--- config.mk ---
export PLATFORM = sky130hd
export DESIGN_NAME = height_capture_multi
export DESIGN_NICKNAME = d
export VERILOG_FILES = /design/src/rtl/height_capture_multi.sv
export SDC_FILE = /design/constraint.sdc
export NUM_CORES = 1
export LEC_CHECK = 0
export CORE_MARGIN = 8
export CORE_UTILIZATION = 55
export CTS_BUF_LIST = sky130_fd_sc_hd__clkbuf_4 sky130_fd_sc_hd__clkbuf_8
export DETAILED_ROUTE_END_ITERATION = 6
export DONT_BUFFER_PORTS = 1
export PLACE_DENSITY_LB_ADDON = 0.25
export SLEW_MARGIN = 20
export SYNTH_ARGS = -nofsm -noshare
export SYNTH_HDL_FRONTEND = slang
export SYNTH_SLANG_ARGS = --single-unit
--- constraint.sdc ---
create_clock -name clk -period 3.5 [get_ports clk]
set_input_delay 0.35 -clock clk [delete_from_list [all_inputs] [get_ports clk]]
set_output_delay 0.35 -clock clk [all_outputs]
set_load 0.01 [all_outputs]
--- src/rtl/height_capture_multi.sv ---
// Presence-triggered height capture with enter/exit hysteresis, timed hold,
// debounced exit and a circular capture history with indexed readback.
module height_capture_multi #(
    parameter int W           = 8,
    parameter int HIST_DEPTH  = 10,
    parameter int ENTER_TH    = 36,
    parameter int EXIT_TH     = 32,
    parameter int HOLD_TICKS  = 36_000_000,
    parameter int EXIT_TICKS  = 1_200_000,
    parameter int FLASH_TICKS = 3_000_000
) (
    input  logic                            clk,
    input  logic                            reset_n,
    input  logic [W-1:0]                    height_in,
    input  logic                            mode_max,
    input  logic                            clear_hist,
    input  logic [$clog2(HIST_DEPTH)-1:0]   rd_idx,
    output logic [W-1:0]                    rd_data,
    output logic [$clog2(HIST_DEPTH+1)-1:0] hist_count,
    output logic [W-1:0]                    latched_height,
    output logic [W-1:0]                    display_height,
    output logic [1:0]                      state_out,
    output logic                            save_pulse,
    output logic                            led_save
);
    localparam int IW = $clog2(HIST_DEPTH);
    localparam int CW = $clog2(HIST_DEPTH + 1);
    localparam int HW = $clog2(HOLD_TICKS + 1);
    localparam int EW = $clog2(EXIT_TICKS + 1);
    localparam int FW = (FLASH_TICKS < 1) ? 1 : $clog2(FLASH_TICKS + 1);

    localparam logic [W-1:0]  ENTER_V  = W'(ENTER_TH);
    localparam logic [W-1:0]  EXIT_V   = W'(EXIT_TH);
    localparam logic [HW-1:0] HOLD_V   = HW'(HOLD_TICKS);
    localparam logic [EW-1:0] EXIT_LST = EW'(EXIT_TICKS - 1);
    localparam logic [FW-1:0] FLASH_V  = FW'(FLASH_TICKS);
    localparam logic [IW-1:0] LAST_PTR = IW'(HIST_DEPTH - 1);
    localparam logic [CW-1:0] FULL_CNT = CW'(HIST_DEPTH);
    localparam logic [IW:0]   DEPTH_M1 = (IW+1)'(HIST_DEPTH - 1);
    localparam logic [IW:0]   DEPTH_V  = (IW+1)'(HIST_DEPTH);

    typedef enum logic [1:0] {
        S_IDLE    = 2'd0,
        S_TIMING  = 2'd1,
        S_LATCHED = 2'd2
    } state_t;

    state_t        r_state, w_state_n;
    logic [HW-1:0] r_hold_cnt, w_hold_n;
    logic [EW-1:0] r_exit_cnt, w_exit_n;
    logic [W-1:0]  r_peak, w_peak_n;
    logic          r_mode, w_mode_n;
    logic [W-1:0]  r_latched, w_latched_n;
    logic          w_capture;
    logic          r_save_pulse;
    logic [FW-1:0] r_flash_cnt;

    logic          w_present, w_absent;
    logic [W-1:0]  w_max;

    assign w_present = (height_in >= ENTER_V);
    assign w_absent  = (height_in < EXIT_V);
    assign w_max     = (height_in > r_peak) ? height_in : r_peak;

    always_comb begin
        w_state_n   = r_state;
        w_hold_n    = r_hold_cnt;
        w_exit_n    = r_exit_cnt;
        w_peak_n    = r_peak;
        w_mode_n    = r_mode;
        w_latched_n = r_latched;
        w_capture   = 1'b0;
        case (r_state)
            S_IDLE: begin
                if (w_present) begin
                    w_state_n = S_TIMING;
                    w_hold_n  = HW'(1);
                    w_peak_n  = height_in;
                    w_mode_n  = mode_max;
                end
            end
            S_TIMING: begin
                if (w_absent) begin
                    w_state_n = S_IDLE;
                    w_hold_n  = '0;
                end else if (r_hold_cnt == HOLD_V) begin
                    w_state_n   = S_LATCHED;
                    w_hold_n    = '0;
                    w_exit_n    = '0;
                    w_peak_n    = w_max;
                    w_latched_n = r_mode ? w_max : height_in;
                    w_capture   = 1'b1;
                end else begin
                    w_hold_n = r_hold_cnt + HW'(1);
                    w_peak_n = w_max;
                end
            end
            S_LATCHED: begin
                // Any present sample restarts the debounce window.
                if (!w_absent) begin
                    w_exit_n = '0;
                end else if (r_exit_cnt == EXIT_LST) begin
                    w_state_n = S_IDLE;
                    w_exit_n  = '0;
                end else begin
                    w_exit_n = r_exit_cnt + EW'(1);
                end
            end
            default: begin
                w_state_n = S_IDLE;
                w_hold_n  = '0;
                w_exit_n  = '0;
            end
        endcase
    end

    always_ff @(posedge clk or negedge reset_n) begin
        if (!reset_n) begin
            r_state      <= S_IDLE;
            r_hold_cnt   <= '0;
            r_exit_cnt   <= '0;
            r_peak       <= '0;
            r_mode       <= 1'b0;
            r_latched    <= '0;
            r_save_pulse <= 1'b0;
            r_flash_cnt  <= '0;
        end else begin
            r_state      <= w_state_n;
            r_hold_cnt   <= w_hold_n;
            r_exit_cnt   <= w_exit_n;
            r_peak       <= w_peak_n;
            r_mode       <= w_mode_n;
            r_latched    <= w_latched_n;
            r_save_pulse <= w_capture;
            if (w_capture)
                r_flash_cnt <= FLASH_V;
            else if (r_flash_cnt != '0)
                r_flash_cnt <= r_flash_cnt - FW'(1);
        end
    end

    logic [W-1:0]  r_hist [HIST_DEPTH];
    logic [IW-1:0] r_wr_ptr;
    logic [CW-1:0] r_count;
    logic [IW-1:0] w_base, w_ptr_n;

    // A clear coinciding with a save restarts the ring so the new entry lands at slot 0.
    assign w_base  = clear_hist ? '0 : r_wr_ptr;
    assign w_ptr_n = (w_base == LAST_PTR) ? '0 : w_base + IW'(1);

    always_ff @(posedge clk or negedge reset_n) begin
        if (!reset_n) begin
            r_wr_ptr <= '0;
            r_count  <= '0;
            for (int i = 0; i < HIST_DEPTH; i++) r_hist[i] <= '0;
        end else if (r_save_pulse) begin
            r_hist[w_base] <= r_latched;
            r_wr_ptr       <= w_ptr_n;
            if (clear_hist)
                r_count <= CW'(1);
            else if (r_count != FULL_CNT)
                r_count <= r_count + CW'(1);
        end else if (clear_hist) begin
            r_wr_ptr <= '0;
            r_count  <= '0;
        end
    end

    logic          w_rd_valid;
    logic [IW:0]   w_sum, w_slot;
    logic [IW-1:0] w_idx;

    assign w_rd_valid = (CW'(rd_idx) < r_count);

    always_comb begin
        w_sum   = {1'b0, r_wr_ptr} + DEPTH_M1 - {1'b0, rd_idx};
        w_slot  = (w_sum >= DEPTH_V) ? (w_sum - DEPTH_V) : w_sum;
        w_idx   = '0;
        rd_data = '0;
        if (w_rd_valid) begin
            w_idx   = w_slot[IW-1:0];
            rd_data = r_hist[w_idx];
        end
    end

    assign hist_count     = r_count;
    assign latched_height = r_latched;
    assign display_height = (r_state == S_LATCHED) ? r_latched : height_in;
    assign state_out      = r_state;
    assign save_pulse     = r_save_pulse;
    assign led_save       = (r_flash_cnt != '0);

endmodule

==> run_results.csv <==
group,metric,value,unit
status,outcome,"complete, but fails checks",
status,violations,"hold timing, setup timing",
critical_path,slowest_stage,"fa_2",
timing,fmax,0.264,GHz
floorplanning,num_rows,48,
floorplanning,die_h,148,um
timing,setup_viol,8,
critical_path,critPathRequiredTime,3.15,ns
clock_tree,clock_path_buffers,2,
synth,synth-seq-area-share,46.5,%
synth,synthMuxAreaShare,17.8,%
finish,antenna_cells,0,
clock_tree,cts_buffers,17,
synth,syn_avg_cell_area,10.8,um2
synth,synth_flop_cell,"dfrtp_1",
drt,post_drt_wl_per_cell,18.7,um
synth,synth_top_cell_by_area,"dfrtp_1",
critical_path,start_kind,"flop",
pwr,total_power,4430,uW
clock_tree,clk-insertion-delay-late,0.46,ns
synth,synth_cell_types,61,
drt,via_per_inst,6.08,
clock_tree,htreeDepth,4,
synth,synth_top_area_share,46.5,%
finish,area_delta_synth_final,8.99,%
hold_path,min_path_type,"input pin to async pin",
clock_tree,cts-root-buf,"clkbuf_8",
synth,yosys_warnings,0,
synth,synthAdderAreaFrac,3.50,%
finish,layout_common_cells,"dfrtp_1, mux2_2, nor2_1, nand2_1, o21ai_0",
timing,min_period,3.79,ns
synth,synth_simple_gate_area_share,16.8,%
synth,synth_fp_nets,924,
floorplanning,die_w,148,um
critical_path,crit_cells,14,
critical_path,max_stage_delay,0.57,ns
synth,synth_area_leaders,"dfrtp_1, mux2_2, mux4_2",
critical_path,cp_cell_sequence,"inv_2 -> ha_4 -> inv_2 -> ha_4 -> fa_2 -> inv_2 -> ha_4 -> inv_4 -> o21ai_4 -> o21ai_4 -> mux2i_4 -> buf_12 -> mux4_2 -> a221o_1",
critical_path,crit_type,"flop to primary output",
synth,synth-compound-area-share,8.86,%
global_route,grt_util_all_layers,20.2,%
critical_path,cp_max_fo,8,
synth,synth-edff-count,0,
global_route,grt_pass1_wl,35500,um
critical_path,crit_path_start,"r_wr_ptr[1]",
placement,hpwl,14800,um
drt,vias,6844,
timing,slew_headroom,41.7,%
global_route,grt_pass1_vias,7100,
timing,fin_crit_sh,108,%
critical_path,critPathArrivalTime,3.44,ns
drt,dr.pass1.iters,5,
drt,detail-route-antenna-nets,0,
critical_path,r2r_end,"r_peak[1]",
placement,place_congestion,0.924,
finish,layout-drive-gt1-share,22.8,%
synth,ys_ff_latch,177,
critical_path,ff2ff_setup_slack,0.92,ns
critical_path,crit_family,"adder cells",
global_route,antenna_found_initial,0,
floorplanning,start_util,55.6,%
timing,hold_viol,177,
floorplanning,dieArea,21800,um2
finish,final_common_cell,"dfrtp_1",
critical_path,worstReg2RegStart,"r_peak[1]",
run,cap_violations,0,
pwr,powerDensity,426,nW/um2
timing,postLayoutSetupSlackWorst,-0.290,ns
critical_path,cp.buffers_inverters,5,
drt,routed_wl,21100,um
synth,syn_inst,882,
timing,max_slew.worst_pin.slew,0.868,ns
synth,synth_top_family_by_area,"multiplexers",
timing,timing.hold.ws,-0.421,ns
global_route,grt_max_degree,178,
global_route,gr-total-overflow,0,
drt,drtIter0Drc,383,
synth,synth_xor_area_share,3.22,%
synth,netlist_area,9520,um2
timing,rsz0062_at_grt,"yes",
pwr,irDropWorstVdd,0.000286,V
timing,drv_slew,0,
drt,drc,0,
clock_tree,clkTransAtPathRegs,0.09,ns
critical_path,end_kind,"primary output",
floorplanning,core,17100,um2
finish,nets,929,
synth,async_reset_ff_share,100,%
critical_path,reg2regPathDepth,9,
clock_tree,clock-sinks,177,
timing,finClkSkew,0.0147,ns
clock_tree,hold_buffers,2,
floorplanning,io_pins,48,
clock_tree,cts_tree,"yes",
pwr,leakage,0.00457,uW
placement,io_buffer_count,0,
synth_stat cells, drive strengths merged, types with 11 or more instances:
master	instances
dfrtp	177
mux2	96
nor2	75
nand2	63
o21ai	56
nand3	48
inv	36
clkbuf	26
ha	25
mux4	23
a21oi	21
nand4	21
xor2	19
nor3	16
xnor2	16
buf	15
nor2b	13
o31ai	13
nor4	12
and3	11
o211ai	11
area by class of cell:
cell class / count / area (um2)
Inverter: 38 / 146
Timing Repair Buffer: 27 / 224
Tap cell: 225 / 282
Multi-Input combinational cell: 626 / 4850
Clock buffer: 20 / 263
Sequential cell: 177 / 4430
Clock inverter: 12 / 179
Fill cell: 1420 / 6740
worst max path at each step:
stage	endpoint	slack, ns
floorplan	rd_data[0]	0.005
global placement	rd_data[1]	0.10
detailed placement	rd_data[1]	0.02
CTS	rd_data[1]	-0.35
global route	rd_data[2]	-0.40
finish	rd_data[1]	-0.29
through the flow:
step / instance area, um2 / cells / setup WS (ns) / setup TNS (ns) / utilization [%]
6_report: 10400 / 1125 / -0.290 / -2.23 / 60.6
5_1_grt: 10400 / 1125 / -0.398 / -3.11 / 60.6
4_1_cts: 10300 / 1120 / -0.347 / -2.46 / 60.4
2_1_floorplan: 9560 / 882 / 0.00540 / 0 / -
3_5_place_dp: 9770 / 1080 / 0.0242 / 0 / 57.1
3_3_place_gp: 9770 / 1080 / 0.105 / 0 / 57.1
report_power, final:
part / total [uW] / switching, uW / internal [uW]
Sequential: 2220 / 94.3 / 2120
Combinational: 663 / 375 / 288
Clock: 1550 / 729 / 817
worst reg2reg max path, cell delays in order (launching register included):
cell and delay, ns:
dfrtp_1 0.38, inv_1 0.06, ha_1 0.28, nor2b_1 0.13
o21a_1 0.16, o21ai_0 0.16, a21oi_1 0.11, o22a_1 0.33
a21oi_2 0.46, mux2_2 0.39
what timing repair did:
item                                    CTS  global route
buffers inserted                          6             5
endpoints found under the setup margin    8             8
pin swaps                                 5             1
resized for setup                         9             2
endpoints found under the hold margin   184           177
metal layers:
metal,up-vias,track usage [%],wire length (um)
li1,3215,-,-
met1,3477,23.9,8860
met2,120,34.7,10800
met3,32,4.77,1000
met4,0,8.21,443
met5,-,0,0
cells by family (layout without fill, tap and decap cells):
logic type	after synthesis	in the layout
and+or+nand+nor	305	305
DFF	177	177
AOI/OAI and AO/OA	132	132
muxes	128	128
buffers and inverters	79	97
xor gates and xnor gates	35	35
adders and majority gates	26	26
sequential cells by signal, indices dropped and copies added, names as in the netlist, 4 cells and up:
name / cells
r_wr_ptr: 4
hist_count: 4
r_flash_cnt: 22
latched_height: 8
r_hold_cnt: 26
r_peak: 8
r_hist: 80
r_exit_cnt: 21
No activity file was read; power rests on OpenSTA's default activity.
